===== src/rtl/cpu_control_if.sv =====
// cpu_control_if: memory request/response handshake between the control FSM and memory
interface cpu_control_if;
  logic mem_read;
  logic mem_write;
  logic [1:0] mem_byte_enable;
  logic mem_resp;
  modport master(output mem_read, mem_write, mem_byte_enable, input mem_resp);
  modport slave(input mem_read, mem_write, mem_byte_enable, output mem_resp);
endinterface


===== src/rtl/cpu_control.sv =====
// cpu_control: LC-3b multicycle control FSM with memory-wait timeout and sticky error state
module cpu_control #(
  parameter int MEM_TIMEOUT = 255
) (
  input  logic clk,
  input  logic rst_n,
  input  logic [3:0] opcode,
  input  logic ir5,
  input  logic branch_enable,
  cpu_control_if.master mem,
  output logic load_pc,
  output logic load_ir,
  output logic load_regfile,
  output logic load_mar,
  output logic load_mdr,
  output logic load_cc,
  output logic pcmux_sel,
  output logic storemux_sel,
  output logic alumux_sel,
  output logic regfilemux_sel,
  output logic marmux_sel,
  output logic mdrmux_sel,
  output logic sr2mux_sel,
  output logic addr1mux_sel,
  output logic addr2mux_sel,
  output logic leamux_sel,
  output logic [2:0] aluop,
  output logic error,
  output logic jmpmux_sel,
  output logic trapaddrmux_sel,
  output logic trappcmux_sel,
  output logic trapvecmux_sel,
  output logic trapdestmux_sel,
  output logic sextmux_sel,
  output logic zextmux_sel,
  output logic byte_enable_mux_sel,
  output logic splitdatamux_sel,
  output logic mdrmarmux_sel
);
  localparam logic [3:0] OP_BR = 4'h0, OP_ADD = 4'h1, OP_AND = 4'h5, OP_LDR = 4'h6;
  localparam logic [3:0] OP_STR = 4'h7, OP_NOT = 4'h9, OP_JMP = 4'hc, OP_LEA = 4'he;
  localparam logic [2:0] ALU_ADD = 3'd0, ALU_AND = 3'd1, ALU_NOT = 3'd2, ALU_PASS = 3'd3;
  localparam int CW = $clog2(MEM_TIMEOUT + 1);
  typedef enum logic [3:0] {
    FETCH1, FETCH2, FETCH3, DECODE, ADD, AND, NOT, BR,
    JMP, LEA, CALC_ADDR, LDR1, LDR2, STR1, STR2, ERROR
  } state_t;
  state_t state, next;
  logic [CW-1:0] wait_cnt;
  logic in_wait, timeout;
  assign in_wait = state inside {FETCH2, LDR1, STR2};
  assign timeout = in_wait && !mem.mem_resp && wait_cnt == CW'(MEM_TIMEOUT - 1);
  assign mem.mem_byte_enable = {2{mem.mem_write}};
  assign {jmpmux_sel, trapaddrmux_sel, trappcmux_sel, trapvecmux_sel, trapdestmux_sel} = 5'b0;
  assign {sextmux_sel, zextmux_sel, byte_enable_mux_sel, splitdatamux_sel, mdrmarmux_sel} = 5'b0;
  always_comb begin
    next = state;
    case (state)
      FETCH1: next = FETCH2;
      FETCH2: next = mem.mem_resp ? FETCH3 : timeout ? ERROR : FETCH2;
      FETCH3: next = DECODE;
      DECODE:
        case (opcode)
          OP_ADD: next = ADD;
          OP_AND: next = AND;
          OP_NOT: next = NOT;
          OP_BR: next = BR;
          OP_JMP: next = JMP;
          OP_LEA: next = LEA;
          OP_LDR, OP_STR: next = CALC_ADDR;
          default: next = ERROR;
        endcase
      ADD, AND, NOT, BR, JMP, LEA, LDR2: next = FETCH1;
      CALC_ADDR: next = opcode == OP_LDR ? LDR1 : STR1;
      LDR1: next = mem.mem_resp ? LDR2 : timeout ? ERROR : LDR1;
      STR1: next = STR2;
      STR2: next = mem.mem_resp ? FETCH1 : timeout ? ERROR : STR2;
      default: next = ERROR;
    endcase
  end
  // Leaving a wait state (or never entering one) zeroes the counter, so entry always starts at 0
  always_ff @(posedge clk or negedge rst_n) begin
    if (!rst_n) begin
      state <= FETCH1;
      wait_cnt <= '0;
    end else begin
      state <= next;
      wait_cnt <= (in_wait && !mem.mem_resp) ? wait_cnt + 1'b1 : '0;
    end
  end
  // Reset forces FETCH1 asynchronously; gating FETCH1's strobes with rst_n keeps every output low in reset
  always_comb begin
    mem.mem_read = 1'b0;
    mem.mem_write = 1'b0;
    {load_pc, load_ir, load_regfile, load_mar, load_mdr, load_cc} = 6'b0;
    {pcmux_sel, storemux_sel, alumux_sel, regfilemux_sel, marmux_sel} = 5'b0;
    {mdrmux_sel, sr2mux_sel, addr1mux_sel, addr2mux_sel, leamux_sel} = 5'b0;
    aluop = ALU_ADD;
    error = 1'b0;
    case (state)
      FETCH1: {marmux_sel, load_mar, load_pc} = {3{rst_n}};
      FETCH2, LDR1: {mem.mem_read, mdrmux_sel, load_mdr} = {1'b1, 1'b1, mem.mem_resp};
      FETCH3: load_ir = 1'b1;
      DECODE: ;
      ADD, AND: begin
        sr2mux_sel = ir5;
        aluop = state == AND ? ALU_AND : ALU_ADD;
        {load_regfile, load_cc} = 2'b11;
      end
      NOT: begin
        aluop = ALU_NOT;
        {load_regfile, load_cc} = 2'b11;
      end
      BR: {pcmux_sel, load_pc} = {1'b1, branch_enable};
      JMP: {addr1mux_sel, addr2mux_sel, pcmux_sel, load_pc} = 4'b1111;
      LEA: {leamux_sel, load_regfile, load_cc} = 3'b111;
      CALC_ADDR: {alumux_sel, load_mar} = 2'b11;
      LDR2: {regfilemux_sel, load_regfile, load_cc} = 3'b111;
      STR1: begin
        storemux_sel = 1'b1;
        aluop = ALU_PASS;
        load_mdr = 1'b1;
      end
      STR2: mem.mem_write = 1'b1;
      default: error = 1'b1;
    endcase
  end
endmodule


===== src/flat_wrapper.sv =====
// flat-port wrapper written by rule: the top's interface ports become plain ports
module cpu_control_flat 
#(
  parameter int MEM_TIMEOUT = 255
)
  (clk, rst_n, opcode, ir5, branch_enable, load_pc, load_ir, load_regfile, load_mar, load_mdr, load_cc, pcmux_sel, storemux_sel, alumux_sel, regfilemux_sel, marmux_sel, mdrmux_sel, sr2mux_sel, addr1mux_sel, addr2mux_sel, leamux_sel, aluop, error, jmpmux_sel, trapaddrmux_sel, trappcmux_sel, trapvecmux_sel, trapdestmux_sel, sextmux_sel, zextmux_sel, byte_enable_mux_sel, splitdatamux_sel, mdrmarmux_sel, mem_mem_read, mem_mem_write, mem_mem_byte_enable, mem_mem_resp);
  cpu_control_if mem_i ();
  input  logic clk;
  input  logic rst_n;
  input  logic [3:0] opcode;
  input  logic ir5;
  input  logic branch_enable;
  output logic load_pc;
  output logic load_ir;
  output logic load_regfile;
  output logic load_mar;
  output logic load_mdr;
  output logic load_cc;
  output logic pcmux_sel;
  output logic storemux_sel;
  output logic alumux_sel;
  output logic regfilemux_sel;
  output logic marmux_sel;
  output logic mdrmux_sel;
  output logic sr2mux_sel;
  output logic addr1mux_sel;
  output logic addr2mux_sel;
  output logic leamux_sel;
  output logic [2:0] aluop;
  output logic error;
  output logic jmpmux_sel;
  output logic trapaddrmux_sel;
  output logic trappcmux_sel;
  output logic trapvecmux_sel;
  output logic trapdestmux_sel;
  output logic sextmux_sel;
  output logic zextmux_sel;
  output logic byte_enable_mux_sel;
  output logic splitdatamux_sel;
  output logic mdrmarmux_sel;
  output wire logic [$bits(mem_i.mem_read)-1:0] mem_mem_read;
  output wire logic [$bits(mem_i.mem_write)-1:0] mem_mem_write;
  output wire logic [$bits(mem_i.mem_byte_enable)-1:0] mem_mem_byte_enable;
  input wire logic [$bits(mem_i.mem_resp)-1:0] mem_mem_resp;
  assign mem_mem_read = mem_i.mem_read;
  assign mem_mem_write = mem_i.mem_write;
  assign mem_mem_byte_enable = mem_i.mem_byte_enable;
  assign mem_i.mem_resp = mem_mem_resp;
  cpu_control #(.MEM_TIMEOUT(MEM_TIMEOUT)) u_core (.clk(clk), .rst_n(rst_n), .opcode(opcode), .ir5(ir5), .branch_enable(branch_enable), .mem(mem_i), .load_pc(load_pc), .load_ir(load_ir), .load_regfile(load_regfile), .load_mar(load_mar), .load_mdr(load_mdr), .load_cc(load_cc), .pcmux_sel(pcmux_sel), .storemux_sel(storemux_sel), .alumux_sel(alumux_sel), .regfilemux_sel(regfilemux_sel), .marmux_sel(marmux_sel), .mdrmux_sel(mdrmux_sel), .sr2mux_sel(sr2mux_sel), .addr1mux_sel(addr1mux_sel), .addr2mux_sel(addr2mux_sel), .leamux_sel(leamux_sel), .aluop(aluop), .error(error), .jmpmux_sel(jmpmux_sel), .trapaddrmux_sel(trapaddrmux_sel), .trappcmux_sel(trappcmux_sel), .trapvecmux_sel(trapvecmux_sel), .trapdestmux_sel(trapdestmux_sel), .sextmux_sel(sextmux_sel), .zextmux_sel(zextmux_sel), .byte_enable_mux_sel(byte_enable_mux_sel), .splitdatamux_sel(splitdatamux_sel), .mdrmarmux_sel(mdrmarmux_sel));
endmodule

===== config.mk =====
export PLATFORM = sky130hd
export DESIGN_NAME = cpu_control_flat
export DESIGN_NICKNAME = d
export VERILOG_FILES = /design/src/rtl/cpu_control_if.sv /design/src/rtl/cpu_control.sv /design/src/flat_wrapper.sv
export SDC_FILE = /design/constraint.sdc
export NUM_CORES = 1
export LEC_CHECK = 0
export ABC_AREA = 1
export CORE_AREA = 5 5 57 59
export DETAILED_ROUTE_END_ITERATION = 10
export DIE_AREA = 0 0 62 64
export PLACE_DENSITY = 0.84
export SETUP_SLACK_MARGIN = 0.15
export SYNTH_ARGS = -nofsm -noshare
export SYNTH_HDL_FRONTEND = slang
export SYNTH_SLANG_ARGS = --single-unit

===== constraint.sdc =====
create_clock -name clk -period 3.05 [get_ports clk]
set_clock_uncertainty 0.15 [all_clocks]
set_input_delay 0.61 -clock clk [delete_from_list [all_inputs] [get_ports clk]]
set_output_delay 0.61 -clock clk [all_outputs]
set_load 0.05 [all_outputs]

After elaboration in Yosys (flattened, before gate mapping)
Memory sizes are Yosys's and may differ from the RTL's. Cells that the tools add are included. Widths: inputs -> output; s select.

Memories kept: 1. Output and inout bits: 34. Bits of input ports: 9. Word-level logic and storage cells: 58. Register bits after elaboration: 12. ROM bits: 64.

Memory list: (no name shown) (words 16, width 4, read ports 1, clocked after Yosys merged registers in 0, write ports 0, line cpu_control.sv:63) `case (opcode)`.

Multiplexer cells: 27. Equality and inequality tests: 16. Reduce and logical (&&, ||, !) cells: 11. $add $sub $neg: 1.

Operators with widths (count): $pmux 4 s9 (1); $eq 4x4->1 const B (7); $eq 4x3->1 const B (5); $mux 4 (4); $mux 1 (15); $reduce_or 15->1 (1); $pmux 3 s3 (1); $add 8x1->8 const B (1); $eq 4x2->1 const B (2); $eq 8x8->1 const B (1); $mux 8 (1); $reduce_or 7->1 (1); $mux 3 (2); $reduce_or 2->1 (3); $reduce_or 5->1 (1); $eq 4x1->1 const B (1); $logic_not 4->1 (1); $pmux 1 s2 (2); $pmux 1 s3 (1); $reduce_bool 3->1 (1); $logic_and 1x1->1 (2); $logic_not 1->1 (1).

Longest topological paths before layout
Gate-level depths: netlist of the first run.

Depth after elaboration: 7. Gate-level depth with buffers: 9. Mapped depth without buffers: 9.

Worst setup path before layout of the first run
No wires, ideal clock.

Path type: reg2out. From: register u_core.state[1]. To: output load_regfile. Cell stages (with the launch flop): 7. Buffers on the path: 1. Required time: 2.290 ns. Slack: -0.080 ns. Data arrival time: 2.370 ns. Cells stage by stage: dfrtp_1 nor2_1 inv_1 nor2_1 nor2_1 o21ai_0 buf_4.

Longest elaborated chain between the ends: 3. Elaborated cells on any way between the ends: 7. Those cells by class: 5 x eq/ne; 1 x mux; 1 x reduce/logical.

RTL lines: from (decl) (line cpu_control.sv:48) `state_t state, next;`; from (signal assigned) (line cpu_control.sv:87) `state <= next;`; $eq 4x3->1 or $eq 4x4->1 (tied branches); $reduce_or 5->1 (no source line) *; $mux 1 *; to (decl) (line flat_wrapper.sv:15) `output logic load_regfile;`.

Every way passes the cells marked *; elsewhere a longest branch is shown, timed or not.

Final worst setup path of the first run
From: register u_core.state[2]. To: output alumux_sel.

Longest elaborated chain between the ends: 2.

RTL lines: $eq 4x4->1 (line cpu_control.sv:100) `case (state)`; $mux 1 (line cpu_control.sv:100); to (decl) (line flat_wrapper.sv:21) `output logic alumux_sel;`.

Every way passes these cells.

==> results of run 1 <==
critical path, cell delays in order (launching register included):
cell	delay, ps
dfrtp_1	400
inv_1	100
nand2_1	120
nor2_1	270
clkdlybuf4s50_1	870
final cells by class:
| class | count | area (um^2) |
|---|---|---|
| Sequential cell | 12 | 300 |
| Fill cell | 255 | 1290 |
| Inverter | 26 | 97.6 |
| Timing Repair Buffer | 32 | 355 |
| Tap cell | 31 | 38.8 |
| Multi-Input combinational cell | 116 | 561 |
| Clock buffer | 3 | 22.5 |
repair_timing:
action / 4_1_cts / 5_1_grt
buffers inserted: 0 / 0
gates resized for setup: 0 / 5
hold buffers: 0 / 0
endpoints found under the setup margin: 0 / 5
power by group:
group | switching [uW] | internal [uW]
Combinational | 490 | 225
Clock | 45.9 | 45.7
Sequential | 26.4 | 186
synthesized netlist by cell type, drive strengths merged:
cell	instances	area, um^2
nand2	32	133
a21oi	4	20.0
nor3	2	10.0
nor2	38	143
xor2	2	17.5
nor3b	2	25.0
conb	1	3.75
nand3	12	70.1
inv	26	97.6
o211ai	2	15.0
dfrtp	12	300
o21ai	7	38.8
ha	2	25.0
xnor2	2	17.5
buf	16	120
sequential cells by signal, summed over array words and instances (netlist names):
name and count:
u_core.state 4, u_core.wait_cnt 8
logic make-up (layout without fill, tap and decap cells):
| group | count (synthesis) | in the layout | synth area share [%] |
|---|---|---|---|
| simple gates | 86 | 86 | 36.7 |
| buf+inv | 42 | 61 | 21.0 |
| compound gates | 13 | 13 | 7.13 |
| flops | 12 | 12 | 29.0 |
| xor+xnor | 4 | 4 | 3.38 |
| fa+ha+maj | 2 | 2 | 2.42 |
| other cells | 1 | 11 | 0.362 |
metrics by stage:
step	hold slack, ps	total power [uW]	instance area, um^2
floorplan	164	733	1080
global placement	322	930	1340
detailed placement	329	935	1340
CTS	339	1030	1360
global route	354	1080	1380
finish	335	1020	1380
routing by layer:
metal	global-route usage [%]	wire [um]
met4	6.37	63
met2	18.8	1150
met3	1.81	146
met5	0	0
met1	15.2	934
final timing paths:
path | start | end | slack [ps] | cells past startpoint
max reg2reg | u_core.state[3]$_DFF_PN0_ | u_core.state[3]$_DFF_PN0_ | 1530 | 7
min reg2reg | u_core.wait_cnt[0]$_DFF_PN0_ | u_core.wait_cnt[0]$_DFF_PN0_ | 340 | 1
min in group asynchronous | rst_n | u_core.wait_cnt[2]$_DFF_PN0_ | 580 | 2
max | u_core.state[2]$_DFF_PN0_ | alumux_sel | 270 | 4
min | u_core.wait_cnt[0]$_DFF_PN0_ | u_core.wait_cnt[0]$_DFF_PN0_ | 340 | 1
max in group asynchronous | rst_n | u_core.state[0]$_DFF_PN0_ | 2020 | 2
==> results.json, run 1 <==
{
  "drive_above_1_share_pct": 10.1,
  "first_global_vias": 871,
  "cts_buffers": 3,
  "grt_overflow_total": 0,
  "viasPerCell": 4.46,
  "grt_pass1_wl_um": 3680,
  "worst_setup_path_end_kind": "primary output",
  "fmax_mhz": 360,
  "htreeDepth": 1,
  "layoutNonFillerInstCount": 220,
  "io_pins": 43,
  "start_util_pct": 38.9,
  "worstPathRequired_ps": 2290,
  "fin_crit_sh_pct": 91.2,
  "clk_path_buf_depth": 2,
  "gp_congestion": 0.851,
  "seq_area_frac_synth_pct": 29.0,
  "drt-total-wl_um": 2290,
  "drv_cap": 0,
  "die_w_um": 62,
  "cellPowerDensity_mw_per_mm2": 741,
  "fin_nets": 202,
  "num_rows": 19,
  "yosysUniqueCellTypes": 19,
  "core_mm2": 0.00266,
  "antenna_found_initial": 0,
  "dp.cells": 217,
  "ys_warn_count": 0,
  "holdCritPathClass": "reg2reg",
  "worstSetupPathType": "reg2out",
  "post-route-min-period_ps": 2780,
  "layout_setup_ws_ps": 270,
  "slew_viol_final": 0,
  "cts.sinks": 12,
  "hold_viol_final": 0,
  "wire_per_inst_um": 10.4,
  "path_clk_slew_ps": 70,
  "crit_path_start_kind": "flop",
  "dr_total_vias": 981,
  "place_ws_ps": 478,
  "dieArea_mm2": 0.00397,
  "worstPathMaxFanout": 4,
  "drt_iter0_markers": 33,
  "drt_first_pass_iters": 4,
  "rsz0062_at_grt": "false",
  "dieHeight_um": 64,
  "numPortBuffers": 31,
  "avgSynthCellArea_um2": 6.47,
  "grtUsageTotal_pct": 11.9,
  "area_delta_synth_final_pct": 32.7,
  "insertion_delay_ps": 270,
  "netlist_area_mm2": 0.00104,
  "ys_ff_latch": 12,
  "slew_headroom_pct": 64.5,
  "arrival_ps": 2020,
  "setup_tns_ps": 0,
  "cellLeakagePower_uw": 0.000776,
  "diodes": 0,
  "cts_tree": "built",
  "synth_cells": 160,
  "final_antenna_net_count": 0,
  "final_util_pct": 51.6,
  "setup_violations": 0,
  "final_cell_mix": "nor2_1 (36), nand2_1 (29), inv_1 (26), clkdlybuf4s50_1 (21), dfrtp_1 (12)",
  "dp_hpwl_um": 1920,
  "worst_slew_pin_slew_ps": 531,
  "outcome": "completed",
  "final_common_cell": "nor2_1",
  "vdd.ir_drop.worst_v": 0.000506,
  "grt_max_degree": 13,
  "cts-root-buf": "clkbuf_4",
  "drc": 0
}
(Power assumes the default switching activity.)
==> inputs of run 2 (changes only) <==
--- a/config.mk
+++ b/config.mk
@@ -9,8 +9,8 @@
 export CORE_AREA = 5 5 57 59
 export DETAILED_ROUTE_END_ITERATION = 10
 export DIE_AREA = 0 0 62 64
+export GPL_TIMING_DRIVEN = 0
 export PLACE_DENSITY = 0.84
-export SETUP_SLACK_MARGIN = 0.15
 export SYNTH_ARGS = -nofsm -noshare
 export SYNTH_HDL_FRONTEND = slang
 export SYNTH_SLANG_ARGS = --single-unit
==> results.json, run 2 (synthesis results as in run 1) <==
{
  "clk_path_buf_depth": 2,
  "wire_per_inst_um": 10.2,
  "comb_power_share_pct": 69.2,
  "cellLeakagePower_uw": 0.000825,
  "grt_pass1_wl_um": 4020,
  "cellPowerDensity_mw_per_mm2": 693,
  "drv_cap": 0,
  "crit_path_cell_trace": "inv_1 -> nand2_1 -> nor2_1 -> inv_1 -> nand2_1 -> clkdlybuf4s50_1",
  "drt_iter0_markers": 41,
  "io_pins": 43,
  "vdd.ir_drop.worst_v": 0.000418,
  "arrival_ps": 2120,
  "cts_resized": 3,
  "num_rows": 19,
  "path_buf_inv": 3,
  "final_cell_mix": "nor2_1 (36), nand2_1 (29), inv_1 (26), clkdlybuf4s50_1 (26), buf_4 (16)",
  "htreeDepth": 1,
  "stdcell_area_mm2": 0.00146,
  "largest_reg_flops": 8,
  "final_common_cell": "nor2_1",
  "diodes": 0,
  "gp_congestion": 0.810,
  "grtUsageTotal_pct": 13.0,
  "post-route-min-period_ps": 2880,
  "setup_violations": 0,
  "worstSetupPathType": "reg2out",
  "postPlaceCellArea_mm2": 0.00143,
  "post_cts_buffers": 0,
  "antenna_found_initial": 0,
  "place_ws_ps": -337,
  "dp.cells": 232,
  "final_antenna_net_count": 0,
  "ctsHoldBuffers": 0,
  "path_clk_slew_ps": 70,
  "worstPathRequired_ps": 2290,
  "internal-power_uw": 452,
  "start_util_pct": 38.9,
  "dieHeight_um": 64,
  "die_w_um": 62,
  "p_sw_share_pct": 55.4,
  "dr_total_vias": 1044,
  "slowest_delay_ps": 800,
  "layoutNonFillerInstCount": 235,
  "worst_setup_path_end_kind": "primary output",
  "slew_viol_final": 0,
  "p_seq_share_pct": 21.3,
  "drt-total-wl_um": 2410,
  "drive_above_1_share_pct": 14.7,
  "rsz0062_at_grt": "false",
  "finalPower_uw": 1010,
  "fmax_mhz": 348,
  "hold_viol_final": 0,
  "first_global_vias": 943,
  "netSwitchingPower_uw": 561,
  "fin_crit_sh_pct": 94.3,
  "grt_max_degree": 14,
  "cp_top_family": "buffers and inverters",
  "drc": 0,
  "worstPathMaxFanout": 4,
  "drt_first_pass_iters": 4,
  "slew_headroom_pct": 64.4,
  "dp_hpwl_um": 1950,
  "cts_buffers": 3,
  "cts_tree": "built",
  "layout_setup_ws_ps": 173,
  "worst_slew_pin_slew_ps": 533,
  "outcome": "completed",
  "holdCritPathClass": "in2async",
  "clockPowerShare_pct": 9.5,
  "cts-root-buf": "clkbuf_4",
  "fin_nets": 217,
  "insertion_delay_ps": 270,
  "area_delta_synth_final_pct": 41.1,
  "core_mm2": 0.00266,
  "reg_top3": "u_core.wait_cnt (8), u_core.state (4)",
  "dieArea_mm2": 0.00397,
  "cts.sinks": 12,
  "crit_path_start_kind": "flop",
  "slowest_stage": "clkdlybuf4s50_1",
  "grt_overflow_total": 0,
  "top_register": "u_core.wait_cnt",
  "viasPerCell": 4.44,
  "numPortBuffers": 31
}
[run 2: power by group through the flow]
stage,Combinational (uW),Clock (uW),Sequential [uW]
final,701,96.3,215
after global routing,757,109,222
after CTS,709,97.9,215
after detailed placement,705,0,218
after global placement,702,0,217
after floorplan,522,0,211
[run 2: layout make-up]
class / count / area, um^2
Multi-Input combinational cell: 116 / 561
Tap cell: 31 / 38.8
Buffer: 16 / 120
Clock buffer: 3 / 22.5
Fill cell: 255 / 1200
Inverter: 26 / 97.6
Sequential cell: 12 / 300
Timing Repair Buffer: 31 / 322
[run 2: worst reg2reg max path: cells and delay by family (launching register included)]
kind,cells,cell delay (ps)
and+or+nand+nor,6,700
DFF,1,410
buffers and inverters,1,70
adders and majority gates,1,140
[run 2: worst paths after layout]
kind / start / to / slack [ps] / cells after the start
setup reg to reg: u_core.wait_cnt[0]$_DFF_PN0_ / u_core.state[2]$_DFF_PN0_ / 1510 / 8
hold / removal: rst_n / u_core.wait_cnt[7]$_DFF_PN0_ / 160 / 1
min in group clk: u_core.wait_cnt[0]$_DFF_PN0_ / u_core.wait_cnt[0]$_DFF_PN0_ / 340 / 1
max in group asynchronous: rst_n / u_core.state[1]$_DFF_PN0_ / 2360 / 1
hold reg to reg: u_core.wait_cnt[0]$_DFF_PN0_ / u_core.wait_cnt[0]$_DFF_PN0_ / 340 / 1
setup / recovery: u_core.state[2]$_DFF_PN0_ / load_mar / 170 / 6
[run 2: stage by stage]
stage               setup TNS (ps)  hold WS [ps]  utilization [%]
floorplan                        0           164                -
finish                           0           158             54.9
global route                     0           168             54.9
detailed placement            -934           330             53.6
CTS                              0           164             54.5
global placement              -919           327             53.6
[run 2: per-layer routing]
layer	GRT usage [%]	up-vias	part of all wire, %
li1	-	555	-
met1	16.2	457	42
met2	21.4	29	50
met3	1.81	3	6.1
met4	6.37	0	1.3
met5	0	-	0
==> inputs of run 3 (changes only) <==
==> constraint.sdc (replaced) <==
create_clock -name clk -period 3.3 [get_ports clk]
set_clock_uncertainty 0.15 [all_clocks]
set_input_delay 0.66 -clock clk [delete_from_list [all_inputs] [get_ports clk]]
set_output_delay 0.66 -clock clk [all_outputs]
set_load 0.05 [all_outputs]
==> results.json, run 3 (synthesis results as in run 1) <==
{
  "outcome": "completed",
  "fin_crit_sh_pct": 95.1,
  "path_common_cell": "nand3_1",
  "dp_hpwl_um": 1970,
  "io_pins": 43,
  "htreeDepth": 1,
  "reg_top3": "u_core.wait_cnt (8), u_core.state (4)",
  "final_common_cell": "nor2_1",
  "area_delta_synth_final_pct": 39.5,
  "insertion_delay_ps": 260,
  "slew_headroom_pct": 64.6,
  "comb_power_share_pct": 69.9,
  "clk_path_buf_depth": 2,
  "worstPathMaxFanout": 13,
  "cts_resized": 1,
  "final_cell_mix": "nor2_1 (38), clkdlybuf4s50_1 (30), nand2_1 (29), inv_1 (26), buf_4 (16)",
  "cellLeakagePower_uw": 0.000762,
  "finalPower_uw": 931,
  "cts_tree": "built",
  "drt-total-wl_um": 2290,
  "viasPerCell": 4.46,
  "fmax_mhz": 319,
  "drv_cap": 0,
  "crit_path_start_kind": "input port",
  "setup_violations": 0,
  "largest_reg_flops": 8,
  "first_global_vias": 920,
  "grtUsageTotal_pct": 12.1,
  "post_cts_buffers": 0,
  "grt_overflow_total": 0,
  "met1_length_um": 1000,
  "core_mm2": 0.00266,
  "drt_first_pass_iters": 4,
  "drc": 0,
  "hold_viol_final": 0,
  "cts_buffers": 3,
  "grt_pass1_wl_um": 3870,
  "cts-root-buf": "clkbuf_4",
  "arrival_ps": 2330,
  "rsz0062_at_grt": "false",
  "dr_total_vias": 1047,
  "drt_iter0_markers": 37,
  "numPortBuffers": 31,
  "clockPowerShare_pct": 8.9,
  "final_antenna_net_count": 0,
  "netSwitchingPower_uw": 513,
  "slowest_delay_ps": 800,
  "worst_slew_pin_slew_ps": 531,
  "top_register": "u_core.wait_cnt",
  "slowest_stage": "clkdlybuf4s50_1",
  "cts.sinks": 12,
  "dieArea_mm2": 0.00397,
  "internal-power_uw": 418,
  "diodes": 0,
  "num_rows": 19,
  "layout_setup_ws_ps": 161,
  "dp.cells": 232,
  "path_clk_slew_ps": 70,
  "ctsHoldBuffers": 0,
  "route.met2.wl_um": 1110,
  "grt_max_degree": 14,
  "gp_congestion": 0.796,
  "layoutNonFillerInstCount": 235,
  "slew_viol_final": 0,
  "worstSetupPathType": "in2out",
  "cp_top_family": "buffers and inverters",
  "crit_path_cell_trace": "clkdlybuf4s15_1 -> nand3_1 -> nand3_1 -> clkdlybuf4s50_1",
  "dieHeight_um": 64,
  "wire_per_inst_um": 9.75,
  "p_seq_share_pct": 21.2,
  "start_util_pct": 38.9,
  "fin_nets": 217,
  "vdd.ir_drop.worst_v": 0.000546,
  "antenna_found_initial": 0,
  "post-route-min-period_ps": 3140,
  "highest_layer": "met4",
  "cellPowerDensity_mw_per_mm2": 644,
  "met3RoutedLength_um": 174,
  "die_w_um": 62,
  "p_sw_share_pct": 55.1,
  "worstPathRequired_ps": 2490,
  "path_buf_inv": 2,
  "worst_setup_path_end_kind": "primary output",
  "drive_above_1_share_pct": 13.2,
  "place_ws_ps": -201,
  "holdCritPathClass": "in2async"
}
## run 3: cell count changes in the layout (fill, tap and decap cells not counted), sizes merged
cell	delta
clkdlybuf4s50	+4
dlymetal6s2s	-4
## run 3: power by group through the flow
stage / Sequential [uW] / Combinational, uW / Clock [uW]
6_report: 198 / 651 / 83.1
5_1_grt: 205 / 701 / 94.4
4_1_cts: 197 / 652 / 87.0
3_5_place_dp: 200 / 651 / 0
3_3_place_gp: 201 / 646 / 0
2_1_floorplan: 195 / 479 / 0
## run 3: cell type report
type	instances	area, um^2
Fill cell	286	1220
Multi-Input combinational cell	116	556
Timing Repair Buffer	31	310
Sequential cell	12	300
Buffer	16	120
Inverter	26	97.6
Tap cell	31	38.8
Clock buffer	3	22.5
## run 3: through the flow
stage | TNS [ps] | util (%) | area, um^2 | hold WS, ps
final | 0 | 54.3 | 1450 | 297
after global routing | 0 | 54.3 | 1450 | 341
after CTS | 0 | 54.2 | 1440 | 340
after detailed placement | -525 | 53.4 | 1420 | 331
after global placement | -473 | 53.4 | 1420 | 325
after floorplan | 0 | - | 1070 | 214
## run 3: worst paths after layout
check | cells after the start | start | to | slack [ps]
min in group clk | 1 | u_core.wait_cnt[0]$_DFF_PN0_ | u_core.wait_cnt[0]$_DFF_PN0_ | 330
hold reg to reg | 1 | u_core.wait_cnt[0]$_DFF_PN0_ | u_core.wait_cnt[0]$_DFF_PN0_ | 330
hold / removal | 1 | rst_n | u_core.wait_cnt[0]$_DFF_PN0_ | 300
max in group asynchronous | 1 | rst_n | u_core.state[0]$_DFF_PN0_ | 2350
setup reg to reg | 7 | u_core.state[3]$_DFF_PN0_ | u_core.state[3]$_DFF_PN0_ | 1760
setup / recovery | 4 | rst_n | load_pc | 160
## run 3: routing by layer
layer / GRT usage, % / vias to the layer above
li1: - / 552
met1: 16.1 / 462
met2: 19.7 / 31
met3: 4.02 / 2
met4: 0.796 / 0
met5: 0 / -
